[config.mk]
export PLATFORM = sky130hd
export DESIGN_NAME = branch_redirect_ctrl
export DESIGN_NICKNAME = d
export VERILOG_FILES = /design/src/rtl/branch_redirect_ctrl.sv
export SDC_FILE = /design/constraint.sdc
export NUM_CORES = 1
export LEC_CHECK = 0
export ABC_AREA = 0
export CAP_MARGIN = 30
export CELL_PAD_IN_SITES_DETAIL_PLACEMENT = 1
export CELL_PAD_IN_SITES_GLOBAL_PLACEMENT = 1
export CORE_MARGIN = 3
export CORE_UTILIZATION = 43
export CTS_CLUSTER_DIAMETER = 120
export DETAILED_ROUTE_END_ITERATION = 6
export DONT_BUFFER_PORTS = 1
export PLACE_DENSITY_LB_ADDON = 0.1
export SLEW_MARGIN = 0
export SYNTH_ARGS = -nofsm -noshare
export SYNTH_HDL_FRONTEND = slang
export SYNTH_SLANG_ARGS = --single-unit
[constraint.sdc]
create_clock -name clk -period 3.7 [get_ports clk]
set_clock_uncertainty 0.05 [all_clocks]
set_input_delay 0.74 -clock clk [delete_from_list [all_inputs] [get_ports clk]]
set_output_delay 0.74 -clock clk [all_outputs]
set_load 0.02 [all_outputs]
[src/rtl/branch_redirect_ctrl.sv]
// Branch redirect controller: 2-bit BHT hint for fetch, resolves EX-stage control flow,
// and sequences the redirect handshake plus pipeline flush/drain on a mispredict.
module branch_redirect_ctrl #(
  parameter int ENTRIES      = 16,
  parameter int DRAIN_CYCLES = 1,
  parameter int CNT_W        = 16
) (
  input  logic             clk,
  input  logic             rst,
  input  logic [31:0]      if_pc,
  output logic             if_pred_taken,
  input  logic             ex_valid,
  input  logic             ex_is_branch,
  input  logic             ex_is_jump,
  input  logic             ex_taken,
  input  logic [31:0]      ex_pc,
  input  logic [31:0]      ex_target,
  input  logic [31:0]      ex_pred_next,
  output logic             ex_stall,
  output logic             redirect_valid,
  output logic [31:0]      redirect_pc,
  input  logic             redirect_ready,
  output logic             flush,
  output logic [CNT_W-1:0] branch_count,
  output logic [CNT_W-1:0] mispredict_count
);

  localparam int IDX_W = $clog2(ENTRIES);
  localparam int DRN_W = (DRAIN_CYCLES > 1) ? $clog2(DRAIN_CYCLES + 1) : 1;

  localparam logic [1:0] ST_IDLE     = 2'd0;
  localparam logic [1:0] ST_REDIRECT = 2'd1;
  localparam logic [1:0] ST_DRAIN    = 2'd2;

  logic [1:0]       r_state;
  logic [DRN_W-1:0] r_drain_cnt;
  logic [31:0]      r_redirect_pc;
  logic [1:0]       r_bht [ENTRIES];
  logic [CNT_W-1:0] r_branch_count;
  logic [CNT_W-1:0] r_mispredict_count;

  logic             w_idle;
  logic             w_accept;
  logic             w_bht_upd;
  logic             w_mispredict;
  logic [31:0]      w_actual_next;
  logic [IDX_W-1:0] w_if_idx;
  logic [IDX_W-1:0] w_ex_idx;
  logic [1:0]       w_bht_cur;
  logic             w_unused;

  assign w_if_idx = if_pc[IDX_W+1:2];
  assign w_ex_idx = ex_pc[IDX_W+1:2];
  assign w_unused = &{1'b0, if_pc[31:IDX_W+2], if_pc[1:0]};

  assign w_idle        = (r_state == ST_IDLE);
  assign w_accept      = ex_valid && w_idle && (ex_is_branch || ex_is_jump);
  // A branch+jump encoding is treated as a jump, so it never trains the BHT.
  assign w_bht_upd     = w_accept && ex_is_branch && !ex_is_jump;
  assign w_actual_next = ex_taken ? ex_target : (ex_pc + 32'd4);
  assign w_mispredict  = w_accept && (w_actual_next != ex_pred_next);
  assign w_bht_cur     = r_bht[w_ex_idx];

  assign if_pred_taken    = r_bht[w_if_idx][1];
  assign ex_stall         = !w_idle;
  assign flush            = !w_idle;
  assign redirect_valid   = (r_state == ST_REDIRECT);
  assign redirect_pc      = r_redirect_pc;
  assign branch_count     = r_branch_count;
  assign mispredict_count = r_mispredict_count;

  // NOTE: sequential state uses non-blocking assignments so every register samples pre-edge values.
  always_ff @(posedge clk) begin
    if (rst) begin
      r_state       <= ST_IDLE;
      r_drain_cnt   <= '0;
      r_redirect_pc <= '0;
    end else begin
      case (r_state)
        ST_IDLE: begin
          if (w_mispredict) begin
            r_redirect_pc <= w_actual_next;
            r_state       <= ST_REDIRECT;
          end
        end
        ST_REDIRECT: begin
          if (redirect_ready) begin
            if (DRAIN_CYCLES > 0) begin
              r_state     <= ST_DRAIN;
              r_drain_cnt <= DRN_W'(DRAIN_CYCLES);
            end else begin
              r_state <= ST_IDLE;
            end
          end
        end
        ST_DRAIN: begin
          if (r_drain_cnt <= DRN_W'(1)) r_state <= ST_IDLE;
          else                         r_drain_cnt <= r_drain_cnt - DRN_W'(1);
        end
        default: r_state <= ST_IDLE;
      endcase
    end
  end

  // NOTE: the BHT is reset entry by entry because the weakly-not-taken start state is architectural.
  always_ff @(posedge clk) begin
    if (rst) begin
      for (int i = 0; i < ENTRIES; i++) r_bht[i] <= 2'b01;
    end else if (w_bht_upd) begin
      if (ex_taken && (w_bht_cur != 2'b11))       r_bht[w_ex_idx] <= w_bht_cur + 2'd1;
      else if (!ex_taken && (w_bht_cur != 2'b00)) r_bht[w_ex_idx] <= w_bht_cur - 2'd1;
    end
  end

  always_ff @(posedge clk) begin
    if (rst) begin
      r_branch_count     <= '0;
      r_mispredict_count <= '0;
    end else begin
      if (w_bht_upd && (r_branch_count != '1))
        r_branch_count <= r_branch_count + CNT_W'(1);
      if (w_mispredict && (r_mispredict_count != '1))
        r_mispredict_count <= r_mispredict_count + CNT_W'(1);
    end
  end

endmodule

==> impl_metrics.py, run 1 <==
metrics = {
    "outcome": {
        "outcome": "complete, no violations",
    },
    "worst_hold_path": {
        "hold_class": "in2reg",
        "hold_start": "rst",
    },
    "clock_tree": {
        "clk_pin_slew_ns": 0.08,
        "cts_hold_buf": 0,
        "clk_latency_ns": 0.36,
        "cts_sinks": 98,
        "htree_levels": 3,
        "clk_path_buf_depth": 2,
        "postCtsSetupBuffers": 0,
        "cts_tree": "done",
        "root_buffer": "clkbuf_16",
        "numCtsBuffers": 9,
        "cts_resized": 0,
    },
    "setup_path": {
        "critPathMaxFanout": 16,
        "r2r-start": "r_bht[10][0]",
        "slowest_delay_ns": 0.59,
        "start_kind": "input pin",
        "worstSetupEndpointType": "flop",
        "cp.required_ns": 3.95,
        "cp_top_family": "simple AND/OR/NAND/NOR gates",
        "worstPathCellList": "ha_1 > nand3_1 > or4_4 > o31a_1 > o221ai_1 > and4b_1 > a21o_1 > and4_2 > buf_4 > buf_4 > or4_1 > a21oi_1",
        "cpMostUsedCell": "buf_4",
        "cp_slowest_cell": "or4_4",
        "worstSetupPathType": "in2reg",
        "worstSetupStartpoint": "ex_pc[2]",
        "worst-path-buf-inv": 2,
        "crit_arrival_ns": 3.74,
    },
    "sta": {
        "min_period_ns": 3.49,
        "tns_ns": 0,
        "fin_crit_sh_pct": 94.2,
        "hold_viol_final": 0,
        "setup_viol": 0,
        "max_slew_margin_pct": 60.7,
        "worstMarginPinSlew_ns": 0.588,
        "rsz0062_at_grt": "no",
        "fmax_mhz": 287,
        "drv_slew": 0,
    },
    "logic_synthesis": {
        "synth_area_leader_cell": "dfxtp_1",
        "ys_warn_count": 0,
        "async_reset_ff_share_pct": 0,
        "ys_types": 70,
        "synthFlopType": "dfxtp_1",
        "ys_seq_area_share_pct": 32.2,
        "synth_top_area_share_pct": 18.7,
        "synth_edf_count": 32,
        "synth.area.top_cells": "dfxtp_1, edfxtp_1, xnor2_1",
        "synth_nets": 997,
        "ys_ff_latch": 98,
        "avgSynthCellArea_um2": 8.28,
        "synth_area_um2": 7080,
        "syn_inst": 855,
    },
    "floorplanning": {
        "die_w_um": 134,
        "pin_count": 203,
        "core_um2": 16000,
        "rows": 46,
        "start_util_pct": 44.3,
        "dieArea_um2": 18000,
        "chipHeight_um": 134,
    },
    "global_route": {
        "grt_first_pass_wirelength_mm": 40.9,
        "grt_usage_pct": 29.1,
        "antenna_found_initial": 0,
        "grt_pass1_vias": 7259,
        "grt_overflow_total": 0,
        "grt_start_max_net_pins": 71,
    },
    "placement": {
        "gp_congestion": 0.947,
        "place.detailed.hpwl_mm": 20.8,
        "port_buffers": 0,
        "placed_area_um2": 7610,
        "placed_cells_incl_taps": 1072,
    },
    "route": {
        "vias": 6878,
        "routedWlPerCell_um": 24.4,
        "drtPass1Iterations": 7,
        "wirelength_mm": 26.5,
        "drtIter0Drc": 442,
        "drc_errors": 0,
        "antenna_left": 0,
        "viasPerCell": 6.32,
    },
    "power": {
        "ir_drop_mv": 0.249,
        "p_leak_uw": 0.00267,
        "pwr_density_cell_nw_per_um2": 330,
    },
    "cells_and_area": {
        "design_area_um2": 7930,
        "drive_gt1_share_pct": 15.3,
        "final_nets": 1009,
        "syn2layout_area_growth_pct": 12.0,
        "stdcell_count": 1088,
        "diodes": 0,
    },
    "flow_run": {
        "maxCapViolations": 0,
    },
}
==> cells by family after synthesis <==
logic type / share of synthesized area [%]
muxes: 6.73
xor gates and xnor gates: 8.43
DFF: 32.2
AOI/OAI and AO/OA: 17.1
buffers and inverters: 5.20
adders and majority gates: 1.24
and+or+nand+nor: 29.1
==> registers in the layout (all words and copies together), names as in the netlist <==
register	flops
branch_count	16
redirect_pc	32
r_state	2
r_bht	32
mispredict_count	16
==> cell type report <==
type,count,area (um2)
Clock inverter,7,90.1
Clock buffer,9,225
Tap cell,216,270
Fill cell,1965,8070
Timing Repair Buffer,66,533
Multi-Input combinational cell,671,4450
Sequential cell,98,2280
Inverter,21,78.8
==> power by group <==
| part | internal [uW] | total, uW | switching (uW) |
|---|---|---|---|
| registers | 1140 | 1210 | 63.6 |
| clock network | 546 | 1030 | 481 |
| logic | 177 | 385 | 208 |
| total | 1870 | 2620 | 753 |
==> layer usage <==
layer | global-route usage, % | wire, um | share of wire (%) | vias up
li1 | - | - | - | 3212
met4 | 10.2 | 826 | 3.1 | 0
met1 | 32.9 | 10200 | 39 | 3408
met2 | 51.1 | 13200 | 50 | 221
met5 | 0 | 0 | 0 | -
met3 | 10.1 | 2240 | 8.4 | 37
==> worst reg2reg max path: stages (launching register included) <==
cell	delay (ns)
edfxtp_1	0.40
mux4_2	0.49
mux4_2	0.58
and2_1	0.23
a2111oi_2	0.36
buf_4	0.22
and2_1	0.22
nand2_1	0.08
nand2_1	0.14
==> cells in the mapped netlist, types with 15 or more instances <==
cell,n
nand2_1,85
nor2_1,71
dfxtp_1,66
a21oi_1,55
clkbuf_1,43
nand3_1,43
xnor2_1,43
o21ai_0,40
edfxtp_1,32
nand4_1,31
nor4_1,26
or3_1,21
inv_1,20
xor2_1,20
nor3_1,18
nor2b_1,16
and3_1,15
mux4_2,15
==> metrics by stage <==
step                      util, %  hold WS [ns]  total power, uW  setup slack (ns)
final                        49.5         0.386             2620             0.213
after global routing         49.5         0.379             2720            0.0848
after CTS                    49.5         0.379             2630            0.0551
after detailed placement     47.5         0.517             1610            -0.294
after global placement       47.5         0.515             1600            -0.304
after floorplan                 -         0.499             1530            0.0681
==> cell usage in the layout (no fill, tap or decap), types with 9 or more instances in the layout <==
cell and instances:
nand2_1 85, nor2_1 71, dfxtp_1 66, buf_4 63, a21oi_1 55, nand3_1 43
xnor2_1 43, o21ai_0 39, edfxtp_1 32, nand4_1 31, nor4_1 25, or3_1 21
inv_1 20, xor2_1 20, nor3_1 18, nor2b_1 16, and3_1 15, mux4_2 15
and2_1 12, a31o_2 12, and4_1 10, nand2b_1 9, clkbuf_16 9
==> worst paths after layout <==
check / end / slack, ns / depth (start not counted)
hold reg to reg: redirect_pc[24] / 0.53 / 2
setup reg to reg: r_bht[6][0] / 0.63 / 8
setup / recovery: mispredict_count[14] / 0.21 / 12
hold / removal: branch_count[9] / 0.39 / 1
No activity file was read; power rests on OpenSTA's default activity.
==> run 2, diff against run 1 <==
- ABC_AREA: 0 -> default
- REMOVE_ABC_BUFFERS: default -> 1
==> run 2 against run 1 <==
Against the previous run:
- routed wire length is 0.37% lower
- global-route usage is 0.40 points lower
- clock power hardly changed
- combinational power hardly changed
- critical endpoint unchanged
- largest cell class unchanged
==> impl_metrics.py, run 2 (synthesis gave the netlist of run 1 again) <==
metrics = {
    "cells_and_area": {
        "final_cell_mix": "nand2_1, nor2_1, dfxtp_1, buf_4, a21oi_1",
        "finish.utilization_pct": 49.4,
        "diodes": 0,
        "layout_commonest_cell": "nand2_1",
        "fillers": 1908,
        "final_nets": 1009,
        "seq_area_um2": 2280,
        "drive_gt1_share_pct": 15.1,
        "multi_input_area_um2": 4440,
        "syn2layout_area_growth_pct": 11.7,
    },
    "clock_tree": {
        "postCtsSetupBuffers": 0,
        "numCtsBuffers": 9,
        "clk_latency_ns": 0.35,
        "root_buffer": "clkbuf_16",
        "clk_pin_slew_ns": 0.08,
        "cts_resized": 0,
        "clk_path_buf_depth": 2,
        "htree_levels": 3,
        "cts_hold_buf": 0,
        "cts_sinks": 98,
        "cts_tree": "done",
    },
    "placement": {
        "gp_congestion": 0.928,
        "post-place-ws_ns": -0.212,
        "port_buffers": 0,
        "place.detailed.hpwl_mm": 20.8,
    },
    "flow_run": {
        "maxCapViolations": 0,
    },
    "setup_path": {
        "cp.required_ns": 3.93,
        "worstSetupPathType": "in2reg",
        "cp_slowest_cell": "or4_1",
        "worstPathCellList": "ha_1 > nand3_1 > or3_1 > o41ai_1 > buf_4 > a211oi_1 > and4b_1 > a21o_1 > and4_4 > buf_12 > buf_4 > or4_1 > a21oi_1",
        "worstSetupEndpointType": "flop",
        "slowest_delay_ns": 0.50,
        "start_kind": "input pin",
        "r2r-start": "r_bht[15][0]",
        "cpMostUsedCell": "buf_4",
        "critPathMaxFanout": 16,
        "crit_arrival_ns": 3.80,
        "worstSetupStartpoint": "ex_pc[2]",
    },
    "worst_hold_path": {
        "hold_start": "rst",
        "hold_class": "in2reg",
    },
    "sta": {
        "min_period_ns": 3.56,
        "tns_ns": 0,
        "drv_slew": 0,
        "worstMarginPinSlew_ns": 0.521,
        "hold_viol_final": 0,
        "fmax_mhz": 281,
        "rsz0062_at_grt": "no",
        "worst_slack_ns": 0.137,
        "max_slew_margin_pct": 65.2,
        "fin_crit_sh_pct": 96.3,
        "setup_viol": 0,
    },
    "route": {
        "drtIter0Drc": 437,
        "drc_errors": 0,
        "viasPerCell": 6.35,
        "vias": 6908,
        "routedWlPerCell_um": 24.3,
        "drtPass1Iterations": 5,
        "antenna_left": 0,
        "wirelength_mm": 26.4,
    },
    "power": {
        "seq_power_share_pct": 46.5,
        "pwr_density_cell_nw_per_um2": 328,
        "p_leak_uw": 0.00266,
        "p_switching_uw": 730,
        "finalPower_uw": 2600,
        "p_clk_share_pct": 38.7,
        "power_switching_share_pct": 28.1,
        "p_comb_share_pct": 14.8,
        "p_int_uw": 1870,
        "ir_drop_mv": 0.207,
    },
    "floorplanning": {
        "die_w_um": 134,
        "core_um2": 16000,
        "chipHeight_um": 134,
        "pin_count": 203,
        "rows": 46,
        "start_util_pct": 44.3,
        "dieArea_um2": 18000,
    },
    "outcome": {
        "outcome": "complete, no violations",
    },
    "global_route": {
        "grt_usage_pct": 28.7,
        "grt_first_pass_wirelength_mm": 40.6,
        "grt_overflow_total": 0,
        "grt_pass1_vias": 7181,
        "grt_start_max_net_pins": 71,
        "antenna_found_initial": 0,
    },
}
## run 2: cell types whose count changed in the layout (fill, tap and decap cells not counted), sizes merged
cell,delta
clkinvlp,+1
inv,-1
## run 2: final timing paths
path / slack [ns] / depth (start not counted) / to
worst max-delay path: 0.14 / 13 / mispredict_count[14]
worst min-delay path: 0.40 / 1 / branch_count[11]
worst max register to register: 0.63 / 8 / r_bht[13][0]
worst min register to register: 0.54 / 2 / redirect_pc[29]
## run 2: layout make-up
| type | instances | share of cell area [%] |
|---|---|---|
| multi-input combinational | 671 | 56.2 |
| inverter | 21 | 0.996 |
| clock inverter | 7 | 1.15 |
| clock buffer | 9 | 2.85 |
| sequential | 98 | 28.8 |
| timing repair buffer | 66 | 6.58 |
| tap | 216 | 3.42 |
## run 2: worst max-delay path: cells and delay by family
kind | cells | cell delay, ns
AO/OA/AOI/OAI | 4 | 0.90
AND/OR/NAND/NOR | 5 | 1.50
adder cells (fa/ha/maj) | 1 | 0.15
buffers and inverters | 3 | 0.49
## run 2: power by group through the flow
stage | combinational (uW) | sequential (uW) | clock (uW)
detailed placement | 383 | 1230 | 0
CTS | 385 | 1210 | 1030
global placement | 373 | 1230 | 0
global route | 419 | 1210 | 1070
floorplan | 261 | 1220 | 0
finish | 384 | 1210 | 1000
## run 2: metrics by stage
stage	cell area [um2]	hold WS, ns	cells
floorplan	6790	0.493	790
global placement	7590	0.518	1072
detailed placement	7590	0.522	1072
CTS	7900	0.386	1088
global route	7910	0.385	1088
finish	7910	0.404	1088
## run 2: per-layer routing
| metal | vias to the layer above | global-route usage [%] | part of all wire, % |
|---|---|---|---|
| met5 | - | 0 | 0 |
| met4 | 0 | 7.92 | 2.5 |
| met3 | 43 | 9.34 | 8.4 |
| met2 | 233 | 52.0 | 51 |
| met1 | 3419 | 32.4 | 38 |
| li1 | 3213 | - | - |
